[src/rtl/out_bus_arbiter.sv]
// Round-robin arbiter sharing the dedicated output bus among N_REQ requesters.
// A requester keeps the bus for a burst of beats. The tenure ends on last,
// when the request drops, when ena falls, or when the MAX_HOLD limit is hit.
// Every tenure is followed by one turnaround cycle.
// Ports:
//   clk, rst_n  - clock (rising edge), asynchronous active-low reset
//   ena         - global enable; low ends the current tenure and blocks new grants
//   req, last   - per-requester request level and final-beat marker
//   data        - packed requester data, requester i on [i*DW +: DW]
//   gnt         - registered one-hot grant (or zero)
//   bus_out     - registered beat data; bus_valid flags a transferred beat
//   preempt     - one-cycle pulse when a tenure was cut by the hold limit
module out_bus_arbiter #(
  parameter int unsigned N_REQ    = 4,
  parameter int unsigned DW       = 8,
  parameter int unsigned MAX_HOLD = 16
) (
  input  logic                  clk,
  input  logic                  rst_n,
  input  logic                  ena,
  input  logic [N_REQ-1:0]      req,
  input  logic [N_REQ-1:0]      last,
  input  logic [N_REQ*DW-1:0]   data,
  output logic [N_REQ-1:0]      gnt,
  output logic [DW-1:0]         bus_out,
  output logic                  bus_valid,
  output logic                  preempt
);

  localparam int unsigned PW = (N_REQ > 1) ? $clog2(N_REQ) : 1;
  localparam int unsigned HW = (MAX_HOLD > 1) ? $clog2(MAX_HOLD) : 1;
  localparam logic [HW-1:0] HOLD_LAST = HW'(MAX_HOLD - 1);
  localparam logic [PW-1:0] PTR_MAX   = PW'(N_REQ - 1);
  localparam logic [PW:0]   N_WIDE    = (PW + 1)'(N_REQ);

  typedef enum logic [1:0] {IDLE, GRANT, GAP} state_t;

  state_t           state, state_n;
  logic [PW-1:0]    ptr, ptr_n;
  logic [PW-1:0]    g_idx, g_idx_n;
  logic [HW-1:0]    hold_cnt, hold_cnt_n;
  logic [N_REQ-1:0] gnt_n;
  logic [DW-1:0]    bus_n;
  logic             valid_n, preempt_n;

  // Lane of the currently granted requester
  logic          req_g, last_g;
  logic [DW-1:0] data_g;
  always_comb begin
    req_g  = 1'b0;
    last_g = 1'b0;
    data_g = '0;
    for (int unsigned i = 0; i < N_REQ; i++) begin
      if (g_idx == PW'(i)) begin
        req_g  = req[i];
        last_g = last[i];
        data_g = data[i*DW +: DW];
      end
    end
  end

  // Round-robin pick: first requester at or after ptr, modulo N_REQ.
  // ptr + k is at most 2*N_REQ-2, so one conditional subtract is enough.
  logic          win_vld;
  logic [PW-1:0] win_idx;
  logic [PW:0]   cand;
  always_comb begin
    win_vld = 1'b0;
    win_idx = '0;
    cand    = '0;
    for (int unsigned k = 0; k < N_REQ; k++) begin
      cand = {1'b0, ptr} + (PW + 1)'(k);
      if (cand >= N_WIDE) cand = cand - N_WIDE;
      if (!win_vld && req[PW'(cand)]) begin
        win_vld = 1'b1;
        win_idx = PW'(cand);
      end
    end
  end

  logic [PW-1:0] ptr_after;
  assign ptr_after = (g_idx == PTR_MAX) ? '0 : g_idx + PW'(1);

  // Next state and next registered outputs
  logic tenure_end;
  always_comb begin
    state_n    = state;
    ptr_n      = ptr;
    g_idx_n    = g_idx;
    hold_cnt_n = hold_cnt;
    gnt_n      = '0;
    bus_n      = '0;
    valid_n    = 1'b0;
    preempt_n  = 1'b0;
    tenure_end = 1'b0;
    case (state)
      IDLE: begin
        if (ena && win_vld) begin
          state_n    = GRANT;
          g_idx_n    = win_idx;
          gnt_n      = N_REQ'(1) << win_idx;
          hold_cnt_n = '0;
        end
      end
      GRANT: begin
        // Cause priority: ena low, then dropped request, then last, then hold limit
        if (!ena || !req_g) begin
          tenure_end = 1'b1;
        end else begin
          bus_n   = data_g;
          valid_n = 1'b1;
          if (last_g) begin
            tenure_end = 1'b1;
          end else if (hold_cnt == HOLD_LAST) begin
            tenure_end = 1'b1;
            preempt_n  = 1'b1;
          end
        end
        if (tenure_end) begin
          state_n = GAP;
          ptr_n   = ptr_after;
        end else begin
          gnt_n      = gnt;
          hold_cnt_n = hold_cnt + HW'(1);
        end
      end
      GAP:     state_n = IDLE;
      default: state_n = IDLE;
    endcase
  end

  // State and output registers
  always_ff @(posedge clk or negedge rst_n) begin
    if (!rst_n) begin
      state     <= IDLE;
      ptr       <= '0;
      g_idx     <= '0;
      hold_cnt  <= '0;
      gnt       <= '0;
      bus_out   <= '0;
      bus_valid <= 1'b0;
      preempt   <= 1'b0;
    end else begin
      state     <= state_n;
      ptr       <= ptr_n;
      g_idx     <= g_idx_n;
      hold_cnt  <= hold_cnt_n;
      gnt       <= gnt_n;
      bus_out   <= bus_n;
      bus_valid <= valid_n;
      preempt   <= preempt_n;
    end
  end

endmodule

[config.mk]
export PLATFORM = sky130hd
export DESIGN_NAME = out_bus_arbiter
export DESIGN_NICKNAME = d
export VERILOG_FILES = /design/src/rtl/out_bus_arbiter.sv
export SDC_FILE = /design/constraint.sdc
export NUM_CORES = 1
export LEC_CHECK = 0
export ABC_AREA = 1
export CAP_MARGIN = 20
export CORE_MARGIN = 2
export CORE_UTILIZATION = 25
export CTS_CLUSTER_SIZE = 20
export DETAILED_ROUTE_END_ITERATION = 8
export GPL_TIMING_DRIVEN = 0
export PLACE_DENSITY = 0.51
export SLEW_MARGIN = 20
export SYNTH_ARGS = -nofsm -noshare
export SYNTH_HDL_FRONTEND = slang
export SYNTH_SLANG_ARGS = --single-unit
[constraint.sdc]
create_clock -name clk -period 2.05 [get_ports clk]
set_input_delay 0.3075 -clock clk [delete_from_list [all_inputs] [get_ports clk]]
set_output_delay 0.3075 -clock clk [all_outputs]
set_load 0.02 [all_outputs]
; Word-level counts from Yosys, hierarchy flattened
; Cells that the tools add are included.
[totals]
reg_bits = 24
output_inout_bits = 14
elab_cells = 104
input_bits = 43
[op_classes]
magnitude_cmp = 8
muxes = 53
shifts = 1
n_eq_ne = 8
addsub = 9
n_reduce_logical = 17
[ops]
columns = operator, count
row1 = $mux W8, 6
row2 = $mux W1, 25
row3 = $mux W2, 11
row4 = $mux W4, 4
row5 = $pmux W4 S2, 2
row6 = $lt A2 B3 Y1 const B, 4
row7 = $ge A3 B3 Y1 const B, 3
row8 = $bmux W1 S2, 4
row9 = $sub A2 B1 Y2 const B, 4
row10 = $add A2 B2 Y3 const B, 2
row11 = $ne A2 B2 Y1 const B, 3
row12 = $reduce_and A2 Y1, 3
row13 = $logic_not A1 Y1, 5
row14 = $add A4 B1 Y4 const B, 1
row15 = $eq A2 B1 Y1 const B, 2
row16 = $eq A2 B2 Y1 const B, 2
row17 = $eq A4 B4 Y1 const B, 1
row18 = $logic_and A1 B1 Y1, 4
row19 = $logic_not A2 Y1, 2
row20 = $pmux W2 S2, 1
row21 = $shl A1 B2 Y4 const A, 1
row22 = $add A2 B1 Y3 const B, 1
row23 = $ge A2 B3 Y1 const B, 1
row24 = $reduce_and A3 Y1, 1
row25 = 3 further kinds, 3

; Logic depth before layout (Yosys ltp)
[logic_depth]
ltp_word = 17
mapped_depth = 13
ltp_nobuf = 13

; Least setup slack after synthesis
; Ideal clock, no wire load.
[synth_timing]
kind = flip-flop to flip-flop
from = reg g_idx[1]
to = reg gnt[0]
t_arrival_ns = 1.577
setup_ns = 0.065
slack_ns = 0.408
stages_incl_launch_ff = 13
required_time_ns = 1.985
path_cell_list = dfrtp_1 -> inv_1 -> ha_1 -> buf_2 -> a21oi_1 -> nand2_1 -> nand2_1 -> nand3_1 -> nor2_1 -> nand2_2 -> inv_1 -> nand2_1 -> nand2_1
[synth_between]
elab_chain_len = 10
[synth_lines]
columns = item, line_no
row1 = from (decl), 40  ; logic [PW-1:0] g_idx, g_idx_n;
row2 = from (signal assigned), 146  ; g_idx <= g_idx_n;
row3 = $logic_not A2 Y1, 54  ; if (g_idx == PW'(i)) begin
row4 = $mux W1 (4 in a row), 54
row5 = $logic_not A1 Y1, 107  ; if (!ena || !req_g) begin
row6 = $logic_or A1 B1 Y1, 107
row7 = $mux W1 *, 107
row8 = $mux W1 *, 96  ; case (state)
row9 = $ne A2 B2 Y1 (no line) *, -
row10 = to (signal assigned), 148  ; gnt <= gnt_n;
row11 = to (decl), 24  ; output logic [N_REQ-1:0] gnt,
; Every way passes the cells marked *; elsewhere a longest branch is shown, timed or not. The select of a mux whose other input is x is not followed.
; A chain may end at the register's enable or synchronous reset.

; Final worst setup path
[layout_timing]
from = reg g_idx[0]
to = reg ptr[1]
[layout_between]
elab_chain_len = 10
[layout_lines]
columns = item, line_no
row1 = $logic_not A2 Y1, 54
row2 = $mux W1 (4 in a row), 54
row3 = $logic_not A1 Y1, 107
row4 = $logic_or A1 B1 Y1, 107
row5 = $mux W1, 107
row6 = $mux W1, 96
row7 = $reduce_and A2 Y1 (no line), -
row8 = to (signal assigned), 145  ; ptr <= ptr_n;
row9 = to (decl), 39  ; logic [PW-1:0] ptr, ptr_n;
; Several ways; a longest one is shown, not always the timed one. The select of a mux whose other input is x is not followed.

==> impl_results.md <==
- CP Buf/Inv Count: 2
- CP Depth: 10
- Worst r2r src: g_idx[0]$_DFFE_PN0P_
- RSZ-0062 raised after global routing: false
- EDFF count, synth: 0
- Clk root buf: clkbuf_8
- Post-Syn Nets: between 200 and 300
- DRC Markers: 0
- Vias per cell: between 4 and 5
- Crit path required time: around 2200 ps
- Reg clk slew, reported paths: around 80 ps
- Hold WC Path Type: input pin to asynchronous set/reset pin
- Clk buf depth: 2
- First-pass GRT wire length: roughly 7000 um
- Pre-antenna DRT Iters: 5
- Worst rel slew slack: 0.626
- Io pins: 57
- Worst-Skew Late Latency: 260 ps
- Synth unique cells: 31
- Reg2reg end: ptr[1]$_DFFE_PN0P_
- Pwr Density: about 1300 nW/um^2
- Fin. Hold Viols: 0
- # rows: 29
- Most used DFF post-synth: dfrtp_1
- Worst Skew: 5.22 ps
- DR iter-0 viols: 67
- Period utilization: 0.904
- Grt ovf: 0
- YS warnings: 0
- Max-cap viol count: 0
- Core area: ~6300 um^2
- Pleak: approximately 1.2 nW
- Worst VDD drop: between 0.5 and 0.6 mV
- Area of placed instances: between 2000 and 2500 um^2
- Number of synthesized register bits: 24
- Die Y: between 80 and 90 um
- Sequential fraction of the synthesis area: 0.370
- Cell area after synthesis: ~1600 um^2
- Last element of the critical path: ptr[1]$_DFFE_PN0P_
- Slew Limit Fails: 0
- Sink Count: 24
- Global-route usage over all layers: 0.120
- Status: completed
- Crit path time final: about 1900 ps
- Cells along the critical path: ha_1 > buf_2 > a21oi_1 > nand2_1 > nand2_1 > nand3_1 > o21ai_1 > inv_1 > nand2_1 > o21ai_1
- Port bufs: 56
- Largest stage delay, worst path: approximately 440 ps
- R2R depth: 10
- Synth-to-Final Area Change: 45.1%
- Chip Width: between 80 and 90 um
- Pin count of the biggest net entering global routing: 25
- CP arrival: about 2000 ps
- Final instance area: between 2000 and 2500 um^2
- Startpoint types: flop
- Setup TNS: 0 ps
- Critical path fanouts, max: 10
- Fraction of layout cells with a size suffix above 1: 0.117
- Via Count: about 1600
- Crit Path Class: flop to flop
- Total CTS buffers: 3
- Critical Path Slowest Stage Cell: dfrtp_2
- CTS H-Tree Depth: 1
- Crit-path most repeated cell: nand2_1
- Starting density of the core: 0.257
- Syn Area/Cell: ~7.4 um^2
- Hold Buf Count CTS: 0
- CTS tree: done
- Setup violators final: 0
- # nets final: 330
- Critical path origin: g_idx[0]$_DFFE_PN0P_
- Worst setup EP type: flop
- Worst R2R Setup Slack: between 150 and 200 ps
- Gpl congestion: about 0.74
- Crit-path leading delay family: flip-flops
- Ys async rst share: 1.00
- Antenna Nets Post-Route: 0
- Vias in the first global route: between 1500 and 2000
- DR WL/cell: roughly 11 um
- Syn Inst Count: 220
- Die ar.: between 7000 and 8000 um^2
- Max frequency: about 540 MHz
- Worst slew pin tran: ~560 ps
- Post-Route WL: between 4000 and 5000 um
- # diodes: 0
- Antenna violations before repair: 0
- FILL cells: roughly 690
- Dpl hpwl: 3320 um
## what timing repair did
action                                  in CTS  in global routing
endpoints found under the setup margin       0                  9
resized for setup                            0                  6
buffers inserted                             0                  1
## Yosys cell counts (2+ instances only)
master / instances / share of area
inv_1: 14 / 0.032
nand2_2: 4 / 0.015
nand2_1: 80 / 0.19
nor2_1: 10 / 0.023
buf_2: 2 / 0.0062
o21ai_0: 2 / 0.0062
o211ai_1: 8 / 0.037
nor3_1: 3 / 0.0093
o21ai_1: 4 / 0.012
ha_1: 5 / 0.039
nand3_1: 18 / 0.056
dfrtp_1: 24 / 0.37
a22oi_1: 8 / 0.037
nand4_1: 2 / 0.0077
a21oi_1: 12 / 0.037
inv_2: 6 / 0.014
o21ai_2: 2 / 0.011
nand2_4: 3 / 0.021
## stage by stage
| stage | setup slack [ps] | utilization | instances | power [mW] | hold WS [ps] |
|---|---|---|---|---|---|
| after global placement | 83.8 | 0.361 | 353 | 2.62 | 470 |
| after global routing | 22.7 | 0.373 | 358 | 3.24 | 48.1 |
| after CTS | 27.4 | 0.369 | 357 | 2.95 | 34.2 |
| after detailed placement | 35.9 | 0.360 | 353 | 2.62 | 323 |
| after floorplan | 408 | - | 220 | 2.09 | 11.9 |
| final | 198 | 0.373 | 358 | 2.94 | 8.87 |
## worst min-delay path by stage
stage	slack [ps]	cells past startpoint	endpoint	from
after floorplan	10	0	bus_out[0]$_DFF_PN0_	rst_n
after global routing	50	1	bus_out[1]$_DFF_PN0_	rst_n
after detailed placement	320	1	bus_out[1]$_DFF_PN0_	rst_n
final	9	1	bus_out[3]$_DFF_PN0_	rst_n
after CTS	30	1	g_idx[1]$_DFFE_PN0P_	rst_n
after global placement	470	2	gnt[3]$_DFFE_PN0P_	gnt[3]$_DFFE_PN0P_
## routing by layer
metal / track usage / vias to the layer above / wire [um]
li1: - / 844 / -
met1: 0.141 / 709 / 1740
met2: 0.203 / 55 / 1900
met3: 0.0600 / 2 / 454
met4: 0.0173 / 0 / 14
met5: 0 / - / 0
## flip-flops by register name, summed over array words and instances (netlist names)
register / flops
bus_out: 8
gnt: 4
bus_valid: 1
hold_cnt: 4
ptr: 2
preempt: 1
state: 2
g_idx: 2
## power breakdown
group          switching, mW  total, mW  internal [mW]
Clock                  0.147      0.318          0.171
Sequential            0.0787      0.670          0.591
Combinational           1.21       1.95          0.744
Total                   1.44       2.94           1.51
## cells in the final DEF, fill, tap and decap left out, types with 2 or more instances in the layout
cell type and count:
nand2_1 80, clkdlybuf4s50_1 55, dfrtp_1 23, nand3_1 18
inv_1 13, a21oi_1 12, nor2_1 9, a22oi_1 8
o211ai_1 8, inv_2 6, ha_1 5, o21ai_1 4
nand2_4 4, clkbuf_8 4, buf_2 3, nor3_1 3
nand2_2 3, buf_4 2, o21ai_0 2, o21ai_2 2
inv_4 2, nand4_1 2
## cell families after synthesis
family | synth area share
AO/OA/AOI/OAI | 0.160
XOR/XNOR | 0.00540
adder cells (fa/ha/maj) | 0.0386
buffers and inverters | 0.0679
flip-flops | 0.370
AND/OR/NAND/NOR | 0.358
## cell type report
type,instances,area [um^2],share of cell area
tap,77,96.3,0.0410
inverter,22,87.6,0.0372
timing repair buffer,57,563,0.239
clock buffer,4,55.1,0.0234
buffer,5,25.0,0.0106
sequential,24,602,0.256
multi-input combinational,169,923,0.393
(Power assumes the default switching activity.)
==> RTL edit: new RTL, config.mk and constraints unchanged <==
Set the parameter `DW` to 10 (it was 8).
--- a/src/rtl/out_bus_arbiter.sv
+++ b/src/rtl/out_bus_arbiter.sv
@@ -12,7 +12,7 @@
 //   preempt     - one-cycle pulse when a tenure was cut by the hold limit
 module out_bus_arbiter #(
   parameter int unsigned N_REQ    = 4,
-  parameter int unsigned DW       = 8,
+  parameter int unsigned DW       = 10,
   parameter int unsigned MAX_HOLD = 16
 ) (
   input  logic                  clk,
Ports: changed (resized bus_out and data); port bits go from 57 to 67. No check against the original RTL was run, so the function may have changed too.
==> RTL edit against the original RTL <==
Power down 2.0%; worst setup slack better by 0.040 ns; cell area up 4.8%; routed wire length up 16%; sequential cell count up 2; worst hold slack better by 0.021 ns; sequential power up 7.3%; count of clock-buffer cells in the layout unchanged; synthesized area up 2.2%; highest routed layer is now met3.
==> RTL edit: results <==
{
  "synth_compound_area_share_pct": 16.9,
  "wl_met1_um": 2100,
  "syn_nets": 289,
  "final_cell_count_no_fill": 380,
  "worst_path_max_delay_cell": "dfrtp_1",
  "place_congestion": 0.763,
  "gr-usage-all-layers_pct": 12.9,
  "synth-seq-area-share_pct": 39.2,
  "synth_fa_ha_area_share_pct": 3.77,
  "max-vdd-ir-drop_uv": 613,
  "crit_family": "buffers and inverters",
  "synth-xor-area-share_pct": 1.06,
  "dr.max_layer_used": "met3",
  "netlist_instances": 233,
  "yosys-top-cells-area": "dfrtp_1 39%, nand2_1 13%, a21oi_1 10%",
  "synthTopCellsByCount": "56 x nand2_1, 33 x a21oi_1, 27 x nand3_1, 26 x dfrtp_1, 20 x nor2_1",
  "drt-wirelength-per-cell_um": 12.6,
  "status": "finished, final reports clean",
  "reg_top3": "bus_out (10), gnt (4), hold_cnt (4)",
  "fin_skew_ns": 0.00419,
  "drt-initial-drc-count": 104,
  "portBuffers": 66,
  "leakage_nw": 1.13,
  "place_ws_ns": 0.175,
  "met2_wirelength_um": 2190,
  "drive_gt1_share_pct": 6.93,
  "drtPass1Iterations": 4,
  "grt_pass1_vias": 1641,
  "synthDistinctLibCells": 24,
  "dp_hpwl_um": 3780,
  "grt_max_degree": 27,
  "min_path_type": "primary input to asynchronous set/reset pin"
}
-- RTL edit: metrics by stage --
step / hold slack (ns) / instance area [µm²]
detailed placement: 0.346 / 2410
global placement: 0.464 / 2410
finish: 0.0301 / 2460
floorplan: 0.0119 / 1660
global route: 0.0591 / 2460
CTS: 0.0500 / 2460
-- RTL edit: path summary, 6_finish.rpt --
kind                          start          to  slack, ns  depth (start not counted)
setup reg to reg           g_idx[0]  bus_out[3]       0.24                          7
setup / recovery           g_idx[0]  bus_out[3]       0.24                          7
min in group clk             gnt[2]      gnt[2]       0.49                          2
hold reg to reg              gnt[2]      gnt[2]       0.49                          2
hold / removal                rst_n  bus_out[5]       0.03                          1
max in group asynchronous     rst_n  bus_out[9]       1.63                          1
-- RTL edit: cell type report --
| type | instances | area (µm²) |
|---|---|---|
| Inverter | 21 | 81.3 |
| Clock buffer | 4 | 55.1 |
| Multi-Input combinational cell | 178 | 888 |
| Timing Repair Buffer | 66 | 656 |
| Tap cell | 77 | 96.3 |
| Buffer | 8 | 37.5 |
| Sequential cell | 26 | 651 |
| Fill cell | 696 | 3920 |
-- RTL edit: power by group --
group / switching, mW / leakage, nW / internal, mW
logic: 1.16 / 0.753 / 0.669
clock network: 0.166 / 0.0288 / 0.172
registers: 0.0806 / 0.352 / 0.638
total: 1.41 / 1.13 / 1.48
-- RTL edit: layer usage --
layer,vias to the layer above,track usage (%)
li1,900,-
met1,778,15.9
met2,57,21.2
met3,0,6.32
met4,0,0.866
met5,-,0
-- RTL edit: logic make-up after synthesis --
group	count (synthesis)
and+or+nand+nor	116
AOI/OAI and AO/OA	55
buffers and inverters	29
DFF	26
adders and majority gates	5
xor gates and xnor gates	2
